==> src/rtl/spi_slave_pkg.sv <==
// Shared definitions for the SPI target endpoint: FSM state codes,
// status bit positions, the default underrun fill byte and a saturating
// byte counter helper.
package spi_slave_pkg;

  typedef enum logic [1:0] {
    ST_IDLE  = 2'd0,
    ST_LOAD  = 2'd1,
    ST_SHIFT = 2'd2
  } state_t;

  localparam int STAT_BUSY     = 0;
  localparam int STAT_UNDERRUN = 1;
  localparam int STAT_OVERRUN  = 2;
  localparam int STAT_ABORT    = 3;

  localparam logic [7:0]  FILL_BYTE_DEFAULT = 8'hFF;
  localparam logic [19:0] BYTE_CNT_MAX      = 20'hFFFFF;

  // Byte counter increment that sticks at the top value instead of wrapping.
  function automatic logic [19:0] sat_inc(input logic [19:0] value);
    return (value == BYTE_CNT_MAX) ? value : value + 20'd1;
  endfunction

endpackage

==> src/rtl/spi_sync_edge.sv <==
// Multi-flop synchroniser for an asynchronous serial-bus line, followed by
// a one-flop history register so rising and falling transitions of the
// synchronised level can be flagged for one clk.
module spi_sync_edge
  import spi_slave_pkg::*;
#(
  parameter int SYNC_STG = 2
) (
  input  logic clk,
  input  logic rst,
  input  logic din,
  output logic dout,
  output logic rise,
  output logic fall
);

  logic [SYNC_STG-1:0] chain;
  logic                prev;

  // Shift the raw input through the synchroniser and remember the last synced level.
  always_ff @(posedge clk or posedge rst) begin
    if (rst) begin
      chain <= '0;
      prev  <= 1'b0;
    end else begin
      chain <= {chain[SYNC_STG-2:0], din};
      prev  <= chain[SYNC_STG-1];
    end
  end

  assign dout = chain[SYNC_STG-1];
  assign rise = dout & ~prev;
  assign fall = ~dout & prev;

endmodule

==> src/rtl/spi_slave.sv <==
// SPI target endpoint. Oversamples ncs/sck/mosi in the clk domain,
// deserialises MSB-first bytes from mosi, serialises bytes onto miso and
// exchanges data with the local side through byte-wide req/vld handshakes.
// All four cpol/cpha modes are supported; frames are delimited by ncs.
module spi_slave
  import spi_slave_pkg::*;
#(
  parameter int         SYNC_STG  = 2,
  parameter logic [7:0] FILL_BYTE = FILL_BYTE_DEFAULT
) (
  input  logic        clk,
  input  logic        rst,
  input  logic        spi_en,
  input  logic        cpol,
  input  logic        cpha,
  input  logic        ncs,
  input  logic        sck,
  input  logic        mosi,
  output logic        miso,
  output logic        miso_oe,
  input  logic        tx_buf_vld,
  input  logic [7:0]  tx_buf_byte,
  output logic        tx_buf_req,
  input  logic        rx_buf_vld,
  output logic [7:0]  rx_buf_byte,
  output logic        rx_buf_req,
  output logic [19:0] byte_cnt,
  output logic [7:0]  spi_status
);

  logic ncs_s, ncs_rise, ncs_fall;
  logic sck_s, sck_rise, sck_fall;
  logic mosi_s;
  logic [SYNC_STG-1:0] mosi_chain;

  state_t state, next_state;
  logic   do_load, in_shift, abort_now;
  logic   lead_edge, trail_edge, sample_edge, shift_edge;
  logic   do_sample, do_shift, byte_end, reload;

  logic [2:0] bit_cnt;
  logic [6:0] rx_shift;
  logic [7:0] rx_word;
  logic [7:0] tx_shift;
  logic [7:0] tx_hold;
  logic [7:0] tx_next_byte;
  logic       tx_full, tx_full_next;
  logic       tx_capture, rx_accept, rx_drop;
  logic       stat_underrun, stat_overrun, stat_abort;

  spi_sync_edge #(.SYNC_STG(SYNC_STG)) u_ncs_sync (
    .clk  (clk),
    .rst  (rst),
    .din  (ncs),
    .dout (ncs_s),
    .rise (ncs_rise),
    .fall (ncs_fall)
  );

  spi_sync_edge #(.SYNC_STG(SYNC_STG)) u_sck_sync (
    .clk  (clk),
    .rst  (rst),
    .din  (sck),
    .dout (sck_s),
    .rise (sck_rise),
    .fall (sck_fall)
  );

  // mosi needs the same synchroniser depth as sck so the sampled data bit lines up with the detected edge.
  always_ff @(posedge clk or posedge rst) begin
    if (rst) begin
      mosi_chain <= '0;
    end else begin
      mosi_chain <= {mosi_chain[SYNC_STG-2:0], mosi};
    end
  end

  assign mosi_s = mosi_chain[SYNC_STG-1];

  // Leading edge leaves the idle level, trailing edge returns to it; cpha picks which one samples.
  assign lead_edge   = cpol ? sck_fall : sck_rise;
  assign trail_edge  = cpol ? sck_rise : sck_fall;
  assign sample_edge = cpha ? trail_edge : lead_edge;
  assign shift_edge  = cpha ? lead_edge : trail_edge;

  // FSM state register.
  always_ff @(posedge clk or posedge rst) begin
    if (rst) begin
      state <= ST_IDLE;
    end else begin
      state <= next_state;
    end
  end

  // FSM next state plus the per-clk strobes that drive the datapath.
  always_comb begin
    next_state = state;
    do_load    = 1'b0;
    in_shift   = 1'b0;
    abort_now  = 1'b0;
    if (!spi_en) begin
      next_state = ST_IDLE;
    end else begin
      case (state)
        ST_IDLE: begin
          if (ncs_fall) begin
            next_state = ST_LOAD;
          end
        end
        ST_LOAD: begin
          do_load    = 1'b1;
          next_state = ncs_s ? ST_IDLE : ST_SHIFT;
        end
        ST_SHIFT: begin
          if (ncs_rise) begin
            next_state = ST_IDLE;
            abort_now  = (bit_cnt != 3'd0);
          end else begin
            in_shift = 1'b1;
          end
        end
        default: begin
          next_state = ST_IDLE;
        end
      endcase
    end
  end

  assign do_sample    = in_shift & sample_edge;
  assign do_shift     = in_shift & shift_edge;
  assign byte_end     = do_sample & (bit_cnt == 3'd7);
  assign reload       = do_load | byte_end;
  assign tx_next_byte = tx_full ? tx_hold : FILL_BYTE;
  assign rx_word      = {rx_shift, mosi_s};
  assign tx_capture   = tx_buf_vld & tx_buf_req;
  assign rx_accept    = rx_buf_vld & rx_buf_req;
  assign rx_drop      = byte_end & rx_buf_req & ~rx_accept;

  // Holding register occupancy: a load empties it, a handshake fills it (never both in one clk).
  always_comb begin
    tx_full_next = tx_full;
    if (reload && tx_full) begin
      tx_full_next = 1'b0;
    end else if (tx_capture) begin
      tx_full_next = 1'b1;
    end
  end

  // Bit position within the byte and the incoming data shifter.
  always_ff @(posedge clk or posedge rst) begin
    if (rst) begin
      bit_cnt  <= 3'd0;
      rx_shift <= 7'd0;
    end else if (do_load) begin
      bit_cnt <= 3'd0;
    end else if (do_sample) begin
      bit_cnt  <= bit_cnt + 3'd1;
      rx_shift <= rx_word[6:0];
    end
  end

  // Tx holding register and its request, which mirrors emptiness while enabled.
  always_ff @(posedge clk or posedge rst) begin
    if (rst) begin
      tx_full    <= 1'b0;
      tx_hold    <= 8'd0;
      tx_buf_req <= 1'b0;
    end else begin
      tx_full    <= tx_full_next;
      tx_buf_req <= spi_en & ~tx_full_next;
      if (tx_capture) begin
        tx_hold <= tx_buf_byte;
      end
    end
  end

  // Outgoing shifter and miso: bit7 is ready at each load, later bits follow on shift edges.
  always_ff @(posedge clk or posedge rst) begin
    if (rst) begin
      tx_shift <= 8'd0;
      miso     <= 1'b0;
      miso_oe  <= 1'b0;
    end else begin
      miso_oe <= (next_state == ST_SHIFT);
      if (reload) begin
        tx_shift <= tx_next_byte;
        if (do_load || !cpha) begin
          miso <= tx_next_byte[7];
        end
      end else if (do_shift) begin
        if (bit_cnt == 3'd0) begin
          if (cpha) begin
            miso <= tx_shift[7];
          end
        end else begin
          miso     <= tx_shift[6];
          tx_shift <= {tx_shift[6:0], 1'b0};
        end
      end else if (next_state == ST_IDLE) begin
        miso <= 1'b0;
      end
    end
  end

  // Rx buffer handshake; an accept in the same clk as a byte end frees room for the new byte.
  always_ff @(posedge clk or posedge rst) begin
    if (rst) begin
      rx_buf_byte <= 8'd0;
      rx_buf_req  <= 1'b0;
      byte_cnt    <= 20'd0;
    end else begin
      if (!spi_en) begin
        rx_buf_req <= 1'b0;
      end else if (byte_end) begin
        if (!rx_buf_req || rx_accept) begin
          rx_buf_byte <= rx_word;
          rx_buf_req  <= 1'b1;
        end
      end else if (rx_accept) begin
        rx_buf_req <= 1'b0;
      end
      if (do_load) begin
        byte_cnt <= 20'd0;
      end else if (byte_end) begin
        byte_cnt <= sat_inc(byte_cnt);
      end
    end
  end

  // Sticky error flags, cleared when a new frame loads.
  always_ff @(posedge clk or posedge rst) begin
    if (rst) begin
      stat_underrun <= 1'b0;
      stat_overrun  <= 1'b0;
      stat_abort    <= 1'b0;
    end else if (do_load) begin
      stat_underrun <= ~tx_full;
      stat_overrun  <= 1'b0;
      stat_abort    <= 1'b0;
    end else begin
      if (byte_end && !tx_full) begin
        stat_underrun <= 1'b1;
      end
      if (rx_drop) begin
        stat_overrun <= 1'b1;
      end
      if (abort_now) begin
        stat_abort <= 1'b1;
      end
    end
  end

  // Assemble the status byte from the busy level and the sticky flags.
  always_comb begin
    spi_status                = 8'd0;
    spi_status[STAT_BUSY]     = (state != ST_IDLE);
    spi_status[STAT_UNDERRUN] = stat_underrun;
    spi_status[STAT_OVERRUN]  = stat_overrun;
    spi_status[STAT_ABORT]    = stat_abort;
  end

endmodule
==> config.mk <==
export PLATFORM = sky130hd
export DESIGN_NAME = spi_slave
export DESIGN_NICKNAME = d
export VERILOG_FILES = /design/src/rtl/spi_slave_pkg.sv /design/src/rtl/spi_sync_edge.sv /design/src/rtl/spi_slave.sv
export SDC_FILE = /design/constraint.sdc
export NUM_CORES = 1
export LEC_CHECK = 0
export CAP_MARGIN = 20
export CORE_MARGIN = 1.5
export CORE_UTILIZATION = 40
export CTS_BUF_LIST = sky130_fd_sc_hd__clkbuf_8
export DETAILED_ROUTE_END_ITERATION = 8
export HOLD_SLACK_MARGIN = 0.03
export PLACE_DENSITY = 0.63
export SETUP_SLACK_MARGIN = 0.15
export SLEW_MARGIN = 10
export SYNTH_ARGS = -nofsm -noshare
export SYNTH_HDL_FRONTEND = slang
export SYNTH_SLANG_ARGS = --single-unit
==> constraint.sdc <==
create_clock -name clk -period 1.9 [get_ports clk]
set_input_delay 0.19 -clock clk [delete_from_list [all_inputs] [get_ports clk]]
set_output_delay 0.19 -clock clk [all_outputs]
set_load 0.05 [all_outputs]
==> impl_metrics.yaml <==
outcome:
  status: "finished, violations left"
  violations: "negative setup slack"
sta:
  fin_ws_ns: -0.0243
  setup_tns_ns: -0.192
  rsz0062_at_grt: "true"
  max_slew_margin_pct: 64.3
  skew_ns: 0.0109
  period_needed_ns: 1.92
  finalCritPeriodShare_pct: 101
  setup_viol: 21
  finalHoldViolations: 0
  worst_slew_pin_slew_ns: 0.538
  slew_violations: 0
  max_freq_mhz: 520
floorplan:
  core_area_mm2: 0.00826
  ios: 58
  dieArea_mm2: 0.00917
  start_util_pct: 41.7
  die_h_um: 95.8
  num_rows: 33
  die_w_um: 95.8
placed_design:
  dp_cells: 478
  portBuffers: 53
  gp_congestion: 0.841
  place_hpwl_mm: 4.87
cts:
  insertion_delay_ns: 0.36
  cts_buffer_depth: 2
  clk_pin_slew_worst_paths_ns: 0.08
  cts_buffers: 9
  cts_num_sinks: 72
  cts_tree: "done"
  clock-root-buffer: "clkbuf_8"
  htree_num_levels: 3
drt:
  top_layer_used: "met4"
  wl_met3_um: 234
  routedWlPerCell_um: 15.6
  vias_per_cell: 5.37
  ant_nets: 0
  route.met2.wl_mm: 3.85
  drt-total-wl_mm: 7.93
  drc: 0
  drtPass1Iterations: 4
  detail_route.wirelength.met1_mm: 3.65
  drt-initial-drc-count: 143
  vias: 2732
worst_setup_path:
  critPathLaunchType: "register"
  crit_type: "register to register"
  required_ns: 2.18
  r2r_cells: 7
  cpMaxStageDelayCell: "or4_1"
  cp_max_fo: 19
  arrival_ns: 2.20
  end_kind: "register"
  crit_chain: "ha_2, ha_4, nor3b_4, a21oi_4, buf_12, or4_1, a21oi_1"
  cpPeakStageDelay_ns: 0.51
synth:
  synth_top_cell_area_share_pct: 52.3
  ys_ff_latch: 72
  ys.flop_type: "dfrtp_1"
  async_flop_share_pct: 100
  netlist_area_mm2: 0.00344
  syn-instance-count: 301
  synth_common_cells: "dfrtp_1 (72), a21oi_1 (24), mux2_2 (24)"
  synth.distinct_cells: 48
  synth_edf_count: 0
  syn_area_per_cell_um2: 11.4
  synth_most_common_cell: "dfrtp_1"
  yosysSeqAreaShare_pct: 52.3
  yosys_warnings: 0
  synth_top_cell_by_area: "dfrtp_1"
  ys_top_cells_by_area: "dfrtp_1 (52%), mux2_2 (7.8%), a21oi_1 (3.5%)"
grt:
  antenna_found_initial: 0
  grt_max_degree: 73
  grt_pass1_vias: 2643
  grt_pass1_wl_mm: 12.9
  grt_usage_pct: 18.4
  grt.overflow.total: 0
power_and_ir_drop:
  p_leak_nw: 2.35
  max-vdd-ir-drop_mv: 0.528
  powerDensity_mw_per_mm2: 820
flow_run:
  drv_cap: 0
final_layout:
  area_growth_syn_to_layout_pct: 44.9
  antenna_cells: 0
  instances_no_fill: 509
  drive_gt1_share_pct: 41.3
  layout.nets: 421
worst_hold_path:
  min_path_type: "input port to asynchronous set/reset pin"
==> cell usage in the layout, fill, tap and decap left out, types with 3 or more instances in the layout <==
cell	n
clkdlybuf4s50_1	25
clkinv_2	3
a21oi_1	14
dfrtp_2	18
clkbuf_8	10
mux2_4	8
mux2_2	16
or3_4	3
dlygate4sd2_1	22
a21oi_2	10
o31ai_1	13
nor2_1	6
nand4_1	7
o21ai_1	3
nor2_4	3
or4_4	8
or4_1	6
conb_1	4
buf_4	33
dlymetal6s2s_1	5
or2_2	3
inv_1	4
nand3_1	11
buf_12	4
dfrtp_1	54
nor2b_1	4
nand2b_4	3
nand2_1	17
or3_1	4
buf_6	11
o21ai_0	7
mux2i_1	12
nor3b_2	4
nor3b_1	3
==> layout make-up <==
class | instances | area [um2]
fill | 702 | 3270
multi-input combinational | 208 | 1780
tap | 105 | 131
timing repair buffer | 103 | 1020
clock inverter | 6 | 82.6
inverter | 5 | 22.5
clock buffer | 10 | 138
sequential | 72 | 1820
==> routing by layer <==
layer  vias to the layer above  track usage, %
met4                         0            8.58
li1                       1305               -
met2                        54            28.5
met5                         -               0
met3                        20            3.24
met1                      1353            25.0
==> state kept, by name, indices dropped and copies added, names as in the netlist, 2 cells and up <==
signal            flops
u_sck_sync.chain      2
state                 2
byte_cnt             20
tx_shift              8
tx_hold               8
rx_shift              7
mosi_chain            2
rx_buf_byte           8
u_ncs_sync.chain      2
bit_cnt               3
==> critical path: cells and delay by family (launching register included) <==
kind | cells | cell delay [ns]
AOI/OAI and AO/OA | 2 | 0.25
adders and majority gates | 2 | 0.33
buffers and inverters | 1 | 0.16
DFF | 1 | 0.38
and+or+nand+nor | 2 | 0.73
==> cell families (layout without fill, tap and decap cells) <==
kind of cell / Yosys count / after routing / share of synthesized area [%]
other: 1 / 4 / 0.109
DFF: 72 / 72 / 52.3
xor gates and xnor gates: 1 / 1 / 0.473
buffers and inverters: 24 / 124 / 4.36
adders and majority gates: 4 / 4 / 1.45
muxes: 37 / 37 / 12.0
and+or+nand+nor: 101 / 101 / 18.3
AOI/OAI and AO/OA: 61 / 61 / 11.0
==> what timing repair did <==
action,4_1_cts,5_1_grt
pin swaps,16,17
hold buffers,0,0
endpoints found under the setup margin,68,52
endpoints found under the hold margin,0,0
buffers inserted,5,9
gates resized for setup,59,44
cloned,1,0
==> power by group <==
part	total [mW]	switching (mW)	leakage (nW)	internal, mW
combinational	0.826	0.443	1.33	0.383
sequential	1.91	0.151	0.905	1.76
clock	1.35	0.585	0.112	0.768
==> worst paths after layout <==
path	startpoint	endpoint	slack (ns)
setup / recovery	bit_cnt[1]	byte_cnt[13]	-0.02
hold / removal	rst	byte_cnt[5]	0.27
setup reg to reg	bit_cnt[1]	byte_cnt[13]	-0.02
hold reg to reg	mosi_chain[0]	mosi_chain[1]	0.35
max in group asynchronous	rst	byte_cnt[12]	1.28
min in group clk	sck	u_sck_sync.chain[0]	0.27
==> per-stage QoR <==
stage               setup slack, ns  instance area [um2]  hold slack (ns)  power, mW  util, %
floorplan                   -0.0381                 3510            0.221       2.46        -
global placement             -0.459                 4330            0.334       2.71     52.5
detailed placement           -0.486                 4330            0.335       2.73     52.5
CTS                        -0.00993                 4760            0.264       4.09     57.6
global route                -0.0855                 4990            0.269       4.29     60.4
finish                      -0.0243                 4990            0.267       4.09     60.4
Note: power is estimated with default switching activity, not from simulation.
